**src/rtl/amp_pkg.sv**
```systemverilog
// amp_pkg: shared constants and arithmetic helpers for the amplitude /
// non-coherent accumulation slice.
//   ABS_ONES / ABS_EXACT : encodings of the abs_mode input
//   jpl_amp()            : JPL max/min magnitude approximation
//   sat_add()            : unsigned add clamped to a caller-supplied limit
// The helpers use a fixed 32-bit working width so that any instance
// parameterisation can call them. Callers narrow the result with a size cast.
package amp_pkg;

    localparam logic ABS_ONES  = 1'b0;
    localparam logic ABS_EXACT = 1'b1;

    // max + min/8 when max dominates, else 7/8*max + min/2. The inputs are
    // at most W-1 bits wide, so the result always fits in W bits.
    function automatic logic [31:0] jpl_amp(input logic [31:0] max_v,
                                            input logic [31:0] min_v);
        logic [33:0] three_min;
        logic [31:0] res;
        three_min = {2'b00, min_v} + {1'b0, min_v, 1'b0};
        if ({2'b00, max_v} > three_min) begin
            res = max_v + (min_v >> 3'd3);
        end else begin
            res = max_v - (max_v >> 3'd3) + (min_v >> 3'd1);
        end
        return res;
    endfunction

    // Unsigned a + b, clamped to lim. The sum is formed one bit wider so a
    // wrap can never hide an overflow.
    function automatic logic [31:0] sat_add(input logic [31:0] a,
                                            input logic [31:0] b,
                                            input logic [31:0] lim);
        logic [32:0] sum;
        logic [31:0] res;
        sum = {1'b0, a} + {1'b0, b};
        if (sum > {1'b0, lim}) begin
            res = lim;
        end else begin
            res = sum[31:0];
        end
        return res;
    endfunction

endpackage

```
**src/rtl/amp_jpl_pipe.sv**
```systemverilog
// amp_jpl_pipe: three-stage magnitude pipeline.
//   S1: |I|, |Q| (abs_mode sampled with the data)
//   S2: max, min
//   S3: JPL amplitude
// The valid strobe and channel tag travel alongside the data.
// Ports: clk, rst_b (async, active-low), in_valid/in_ch/data_real/data_imag/
//        abs_mode in; amp_valid/amp_ch/amp_out out (registered).
module amp_jpl_pipe #(
    parameter int DATA_WIDTH = 16,
    parameter int CH_WIDTH   = 3
) (
    input  logic                  clk,
    input  logic                  rst_b,
    input  logic                  in_valid,
    input  logic [CH_WIDTH-1:0]   in_ch,
    input  logic [DATA_WIDTH-1:0] data_real,
    input  logic [DATA_WIDTH-1:0] data_imag,
    input  logic                  abs_mode,
    output logic                  amp_valid,
    output logic [CH_WIDTH-1:0]   amp_ch,
    output logic [DATA_WIDTH-1:0] amp_out
);
    import amp_pkg::*;

    localparam int MW = DATA_WIDTH - 1;

    // Ones'-complement mode inverts the magnitude bits without adding one.
    // Exact mode negates, and the most negative input saturates to all ones.
    function automatic logic [MW-1:0] abs_val(input logic [DATA_WIDTH-1:0] x,
                                              input logic              mode);
        logic [MW-1:0] res;
        if (mode == ABS_ONES) begin
            res = x[MW-1:0] ^ {MW{x[DATA_WIDTH-1]}};
        end else if (!x[DATA_WIDTH-1]) begin
            res = x[MW-1:0];
        end else if (x[MW-1:0] == '0) begin
            res = '1;
        end else begin
            res = ~x[MW-1:0] + {{(MW-1){1'b0}}, 1'b1};
        end
        return res;
    endfunction

    logic                  s1_valid_d, s1_valid_q;
    logic [CH_WIDTH-1:0]   s1_ch_d,    s1_ch_q;
    logic [MW-1:0]         abs_i_d,    abs_i_q;
    logic [MW-1:0]         abs_q_d,    abs_q_q;
    logic                  s2_valid_d, s2_valid_q;
    logic [CH_WIDTH-1:0]   s2_ch_d,    s2_ch_q;
    logic [MW-1:0]         max_d,      max_q;
    logic [MW-1:0]         min_d,      min_q;
    logic                  amp_valid_d, amp_valid_q;
    logic [CH_WIDTH-1:0]   amp_ch_d,    amp_ch_q;
    logic [DATA_WIDTH-1:0] amp_out_d,   amp_out_q;

    // Next-state for all three pipeline stages.
    always_comb begin
        s1_valid_d = in_valid;
        s1_ch_d    = in_ch;
        abs_i_d    = abs_val(data_real, abs_mode);
        abs_q_d    = abs_val(data_imag, abs_mode);

        s2_valid_d = s1_valid_q;
        s2_ch_d    = s1_ch_q;
        if (abs_i_q >= abs_q_q) begin
            max_d = abs_i_q;
            min_d = abs_q_q;
        end else begin
            max_d = abs_q_q;
            min_d = abs_i_q;
        end

        amp_valid_d = s2_valid_q;
        amp_ch_d    = s2_ch_q;
        amp_out_d   = DATA_WIDTH'(jpl_amp(32'(max_q), 32'(min_q)));
    end

    // Pipeline registers.
    always_ff @(posedge clk or negedge rst_b) begin
        if (!rst_b) begin
            s1_valid_q  <= 1'b0;
            s1_ch_q     <= '0;
            abs_i_q     <= '0;
            abs_q_q     <= '0;
            s2_valid_q  <= 1'b0;
            s2_ch_q     <= '0;
            max_q       <= '0;
            min_q       <= '0;
            amp_valid_q <= 1'b0;
            amp_ch_q    <= '0;
            amp_out_q   <= '0;
        end else begin
            s1_valid_q  <= s1_valid_d;
            s1_ch_q     <= s1_ch_d;
            abs_i_q     <= abs_i_d;
            abs_q_q     <= abs_q_d;
            s2_valid_q  <= s2_valid_d;
            s2_ch_q     <= s2_ch_d;
            max_q       <= max_d;
            min_q       <= min_d;
            amp_valid_q <= amp_valid_d;
            amp_ch_q    <= amp_ch_d;
            amp_out_q   <= amp_out_d;
        end
    end

    assign amp_valid = amp_valid_q;
    assign amp_ch    = amp_ch_q;
    assign amp_out   = amp_out_q;

endmodule

```
**src/rtl/amp_nc_accum.sv**
```systemverilog
// amp_nc_accum: per-channel non-coherent amplitude accumulator.
// The amplitude pipeline (amp_jpl_pipe) feeds a bank of saturating
// accumulators and sample counters. A channel dumps when its count reaches
// acc_len (0 behaves as 1). Tags >= CHANNELS produce an amplitude but do not
// touch any accumulator.
// Ports: clk, rst_b (async, active-low), in_valid/in_ch/data_real/data_imag,
//        abs_mode, acc_len, clear in; amp_valid/amp_ch/amp_out and
//        acc_valid/acc_ch/acc_out out (all registered).
module amp_nc_accum #(
    parameter int DATA_WIDTH = 16,
    parameter int CHANNELS   = 8,
    parameter int CH_WIDTH   = 3,
    parameter int ACC_WIDTH  = 24,
    parameter int CNT_WIDTH  = 8
) (
    input  logic                  clk,
    input  logic                  rst_b,
    input  logic                  in_valid,
    input  logic [CH_WIDTH-1:0]   in_ch,
    input  logic [DATA_WIDTH-1:0] data_real,
    input  logic [DATA_WIDTH-1:0] data_imag,
    input  logic                  abs_mode,
    input  logic [CNT_WIDTH-1:0]  acc_len,
    input  logic                  clear,
    output logic                  amp_valid,
    output logic [CH_WIDTH-1:0]   amp_ch,
    output logic [DATA_WIDTH-1:0] amp_out,
    output logic                  acc_valid,
    output logic [CH_WIDTH-1:0]   acc_ch,
    output logic [ACC_WIDTH-1:0]  acc_out
);
    import amp_pkg::*;

    localparam logic [ACC_WIDTH-1:0] ACC_MAX = '1;

    amp_jpl_pipe #(
        .DATA_WIDTH (DATA_WIDTH),
        .CH_WIDTH   (CH_WIDTH)
    ) u_pipe (
        .clk       (clk),
        .rst_b     (rst_b),
        .in_valid  (in_valid),
        .in_ch     (in_ch),
        .data_real (data_real),
        .data_imag (data_imag),
        .abs_mode  (abs_mode),
        .amp_valid (amp_valid),
        .amp_ch    (amp_ch),
        .amp_out   (amp_out)
    );

    logic [ACC_WIDTH-1:0] acc_d [CHANNELS];
    logic [ACC_WIDTH-1:0] acc_q [CHANNELS];
    logic [CNT_WIDTH-1:0] cnt_d [CHANNELS];
    logic [CNT_WIDTH-1:0] cnt_q [CHANNELS];
    logic                 acc_valid_d, acc_valid_q;
    logic [CH_WIDTH-1:0]  acc_ch_d,    acc_ch_q;
    logic [ACC_WIDTH-1:0] acc_out_d,   acc_out_q;

    logic [CHANNELS-1:0]  hit_s;
    logic [ACC_WIDTH-1:0] sel_acc_s;
    logic [CNT_WIDTH-1:0] sel_cnt_s;
    logic [ACC_WIDTH-1:0] acc_new_s;
    logic [CNT_WIDTH:0]   cnt_inc_s;
    logic [CNT_WIDTH-1:0] len_eff_s;
    logic                 dump_s;

    // Read-modify-write of the channel addressed by the S3 sample, plus dump.
    // The whole update completes in one cycle, so back-to-back samples on the
    // same channel always see the freshly written state.
    always_comb begin
        acc_d       = acc_q;
        cnt_d       = cnt_q;
        acc_valid_d = 1'b0;
        acc_ch_d    = acc_ch_q;
        acc_out_d   = acc_out_q;

        // One-hot channel select; out-of-range tags select nothing.
        sel_acc_s = '0;
        sel_cnt_s = '0;
        for (int i = 0; i < CHANNELS; i++) begin
            hit_s[i]  = (amp_ch == CH_WIDTH'(i));
            sel_acc_s = sel_acc_s | (acc_q[i] & {ACC_WIDTH{hit_s[i]}});
            sel_cnt_s = sel_cnt_s | (cnt_q[i] & {CNT_WIDTH{hit_s[i]}});
        end

        len_eff_s = (acc_len == '0) ? {{(CNT_WIDTH-1){1'b0}}, 1'b1} : acc_len;
        acc_new_s = ACC_WIDTH'(sat_add(32'(sel_acc_s), 32'(amp_out), 32'(ACC_MAX)));
        cnt_inc_s = {1'b0, sel_cnt_s} + {{CNT_WIDTH{1'b0}}, 1'b1};
        dump_s    = (cnt_inc_s >= {1'b0, len_eff_s});

        if (clear) begin
            // Clear wins over any sample in S3: that sample is dropped.
            for (int i = 0; i < CHANNELS; i++) begin
                acc_d[i] = '0;
                cnt_d[i] = '0;
            end
        end else if (amp_valid && (|hit_s)) begin
            for (int i = 0; i < CHANNELS; i++) begin
                acc_d[i] = !hit_s[i] ? acc_q[i] : (dump_s ? '0 : acc_new_s);
                cnt_d[i] = !hit_s[i] ? cnt_q[i] : (dump_s ? '0 : cnt_inc_s[CNT_WIDTH-1:0]);
            end
            acc_valid_d = dump_s;
            acc_ch_d    = dump_s ? amp_ch : acc_ch_q;
            acc_out_d   = dump_s ? acc_new_s : acc_out_q;
        end else begin
            acc_valid_d = 1'b0;
        end
    end

    // Accumulator bank and dump output registers.
    always_ff @(posedge clk or negedge rst_b) begin
        if (!rst_b) begin
            for (int i = 0; i < CHANNELS; i++) begin
                acc_q[i] <= '0;
                cnt_q[i] <= '0;
            end
            acc_valid_q <= 1'b0;
            acc_ch_q    <= '0;
            acc_out_q   <= '0;
        end else begin
            acc_q       <= acc_d;
            cnt_q       <= cnt_d;
            acc_valid_q <= acc_valid_d;
            acc_ch_q    <= acc_ch_d;
            acc_out_q   <= acc_out_d;
        end
    end

    assign acc_valid = acc_valid_q;
    assign acc_ch    = acc_ch_q;
    assign acc_out   = acc_out_q;

endmodule

```
**config.mk**
```make
export PLATFORM = sky130hd
export DESIGN_NAME = amp_nc_accum
export DESIGN_NICKNAME = d
export VERILOG_FILES = /design/src/rtl/amp_pkg.sv /design/src/rtl/amp_jpl_pipe.sv /design/src/rtl/amp_nc_accum.sv
export SDC_FILE = /design/constraint.sdc
export NUM_CORES = 1
export LEC_CHECK = 0
export CAP_MARGIN = 20
export CORE_MARGIN = 1
export CORE_UTILIZATION = 45
export CTS_CLUSTER_DIAMETER = 60
export DETAILED_ROUTE_END_ITERATION = 7
export GPL_TIMING_DRIVEN = 0
export PLACE_DENSITY_LB_ADDON = 0.1
export SLEW_MARGIN = 20
export SYNTH_ARGS = -nofsm -noshare
export SYNTH_HDL_FRONTEND = slang
export SYNTH_SLANG_ARGS = --single-unit
```
**constraint.sdc**
```tcl
create_clock -name clk -period 14.8 [get_ports clk]
set_input_delay 2.22 -clock clk [delete_from_list [all_inputs] [get_ports clk]]
set_output_delay 2.22 -clock clk [all_outputs]
set_load 0.05 [all_outputs]
```
==> flow_summary.ini <==
[outcome]
status = finished, violations left
violations = design-rule violations

[logic_synthesis]
ys_seq_elements = 372
async_flop_share_pct = 100
yosys_most_used_dff = dfrtp_1
ys_warn_count = 0
synthCells = 2206
synth.distinct_cells = 87
synth_edf_count = 0
syn_avg_cell_area_um2 = 9.71
synth_fp_nets = 2372
synth_area_um2 = 21400
yosysSeqAreaShare_pct = 43.5

[setup_path]
required_ns = 15.26
crit_chain = buf_6 -> buf_8 -> buf_6 -> buf_6 -> clkbuf_1 -> buf_1 -> mux2i_1 -> o21ai_0 -> a22oi_1 -> o21ai_0 -> ha_1 -> fa_1 -> a21oi_1 -> o221a_2 -> a2111oi_4 -> o2111ai_1 -> a211oi_1 -> mux2i_1 -> nand2_1 -> o21ai_0
crit_arrival_ns = 7.88
crit_path_end_kind = flop
critPathSlowestCell = buf_1
cp_num_buf_inv = 6
start_kind = flop
cp_max_fo = 10
timing.rr.end = acc_q[22]
r2r_slack_ns = 7.39
cp-startpoint = u_pipe.amp_ch[2]
reg2regPathDepth = 20
criticalPathCategory = reg -> reg
rr_startpoint = u_pipe.amp_ch[2]
path_delay_family = compound AO/OA/AOI/OAI gates
cpPeakStageDelay_ns = 0.92

[floorplan]
ios = 96
core_um2 = 46800
die_h_um = 220
die_w_um = 220
rows = 79
start_util_pct = 45.8
die_area_um2 = 48500

[sta]
hold_violations = 0
maxSlewHeadroom_pct = 23.5
hold_ws_ns = 0.320
finalCriticalPeriod_ns = 7.41
worstMarginPinSlew_ns = 1.15
setup_tns_ns = 0
period_share_pct = 50.1
clock_skew_ns = 0.0341
setup_viol = 0
fmax_mhz = 135
final_max_slew_viol_count = 0
rsz0062_at_grt = no

[layout]
antennaDiodeCount = 0
layoutNonFillerInstCount = 2993
drive_above_1_share_pct = 11.4
nets = 2517
syn_to_final_growth_pct = 15.5

[clock_tree]
clkTransAtPathRegs_ns = 0.06
clkSinkCount = 372
post_cts_resized = 0
clk_latency_ns = 0.59
clk_path_buf_depth = 3
cts_htree_levels = 2
cts_setup_buffers = 0
cts_hold_buf = 0
cts_buffers = 43
clock-root-buffer = clkbuf_16
cts_tree = built

[worst_hold_path]
min-delay-start = u_pipe.amp_ch_d[2]
worstHoldPathCells = 0
hold_class = reg -> reg
hold_path_end = u_pipe.amp_ch[2]

[flow_run]
drv_cap = 0

[global_route]
grt_pass1_vias = 18156
grt_max_degree = 97
antenna_found_initial = 0
track_usage_pct = 29.5
grt_overflow = 0
grt_pass1_wl_um = 108000

[routing]
ant_nets = 0
drc = 5
firstDrtPassIters = 7
drt_iter0_markers = 1627
routed_via_density = 6.12
drt_wl_total_um = 70100
routedWlPerCell_um = 23.4
vias = 18318

[pwr]
switchingPower_mw = 1.94
leakage_nw = 10.9
switching_share_pct = 42.0
p_per_area_nw_per_um2 = 187
internal_power_mw = 2.68
p_comb_share_pct = 44.5
seqPwrFrac_pct = 32.4
pwr-share-clk_pct = 23.1
vdd_drop_max_mv = 0.105

[placed_design]
dp_cells = 2912
port_buffers = 94
dp_hpwl_um = 50700
globalplace.congestion = 0.915
[state kept, by name, indices dropped and copies added (netlist names)]
register	cells
u_pipe.abs_i_q	15
acc_valid	1
acc_ch	3
u_pipe.amp_valid_d	1
acc_out	24
u_pipe.max_q	15
u_pipe.abs_q_q	15
acc_q	192
u_pipe.amp_ch	3
u_pipe.min_q	15
u_pipe.s1_valid_q	1
u_pipe.s1_ch_q	3
cnt_q	64
u_pipe.amp_out	16
u_pipe.amp_ch_d	3
u_pipe.amp_valid	1
[per-stage QoR]
stage / cell area (um2) / power, mW / util (%) / worst slack (ns)
4_1_cts: 24700 / 4.63 / 52.9 / 7.58
3_3_place_gp: 23100 / 3.51 / 49.4 / -4.63
3_5_place_dp: 23300 / 3.55 / 49.8 / 7.64
6_report: 24700 / 4.62 / 52.9 / 7.39
5_1_grt: 24700 / 4.92 / 52.9 / 7.23
2_1_floorplan: 21400 / 2.90 / - / 9.58
[cell usage after synthesis, types with 17 or more instances]
| library cell | n | area, um2 |
|---|---|---|
| a21o_1 | 24 | 180 |
| a21oi_1 | 95 | 475 |
| a221oi_1 | 45 | 394 |
| a31oi_1 | 40 | 250 |
| and3_1 | 22 | 138 |
| buf_2 | 19 | 95.1 |
| clkbuf_1 | 91 | 342 |
| dfrtp_1 | 372 | 9310 |
| ha_1 | 103 | 1290 |
| inv_1 | 107 | 402 |
| mux2_2 | 101 | 1140 |
| mux2i_1 | 41 | 410 |
| nand2_1 | 294 | 1100 |
| nand3_1 | 20 | 100 |
| nor2_1 | 101 | 379 |
| nor3_1 | 26 | 130 |
| o2111ai_1 | 32 | 280 |
| o211ai_1 | 43 | 323 |
| o21a_1 | 22 | 165 |
| o21ai_0 | 198 | 991 |
| o31ai_1 | 87 | 653 |
| or3_1 | 17 | 106 |
| xnor2_1 | 28 | 245 |
| xor2_1 | 20 | 175 |
[metal layers]
| layer | vias up | part of all wire, % | global-route usage (%) |
|---|---|---|---|
| li1 | 8350 | - | - |
| met1 | 9214 | 41 | 37.3 |
| met2 | 609 | 49 | 50.3 |
| met3 | 145 | 6.0 | 4.85 |
| met4 | 0 | 4.2 | 12.1 |
| met5 | - | 0 | 0 |
[worst max-delay path by stage]
stage,to,slack (ns),cells past startpoint
after floorplan,acc_q[105],9.58,19
after global placement,u_pipe.amp_out[14],-4.63,1
after detailed placement,acc_q[22],7.64,20
after CTS,acc_q[22],7.58,20
after global routing,acc_q[22],7.23,20
final,acc_q[22],7.39,20
[power groups by stage]
stage	clock, mW	combinational, mW	sequential [mW]
floorplan	0	1.26	1.64
global placement	0	2.00	1.51
detailed placement	0	2.05	1.51
CTS	1.08	2.06	1.49
global route	1.12	2.27	1.53
finish	1.07	2.05	1.50
[kinds of logic (layout without fill, tap and decap cells)]
logic type | after synthesis | after routing | share of synthesized area [%]
AOI/OAI and AO/OA | 696 | 696 | 21.9
and+or+nand+nor | 580 | 580 | 12.6
DFF | 372 | 372 | 43.5
buffers and inverters | 245 | 425 | 4.99
muxes | 147 | 147 | 7.75
adders and majority gates | 118 | 118 | 7.42
xor gates and xnor gates | 48 | 48 | 1.96
[area by class of cell]
cell class                 instances  area, um2
multi-input combinational       1589      11100
clock buffer                      59       1250
inverter                         109        409
sequential                       372       9310
clock inverter                    21        199
timing repair buffer             100       1070
tap                              607        759
buffer                           136        659
fill                            4291      22000
[placed cells by master (no fill, tap or decap), types with 16 or more instances in the layout]
| cell type | n |
|---|---|
| dfrtp_1 | 372 |
| nand2_1 | 294 |
| o21ai_0 | 198 |
| inv_1 | 107 |
| ha_1 | 103 |
| nor2_1 | 101 |
| mux2_2 | 101 |
| clkbuf_1 | 96 |
| clkdlybuf4s50_1 | 93 |
| a21oi_1 | 90 |
| o31ai_1 | 87 |
| a221oi_1 | 45 |
| o211ai_1 | 43 |
| clkbuf_16 | 43 |
| mux2i_1 | 41 |
| a31oi_1 | 38 |
| o2111ai_1 | 32 |
| xnor2_1 | 28 |
| nor3_1 | 25 |
| a21o_1 | 24 |
| o21a_1 | 22 |
| and3_1 | 22 |
| nand3_1 | 20 |
| xor2_1 | 20 |
| buf_2 | 19 |
| or3_1 | 17 |
| nand2b_1 | 16 |
No activity file was read; power rests on OpenSTA's default activity.
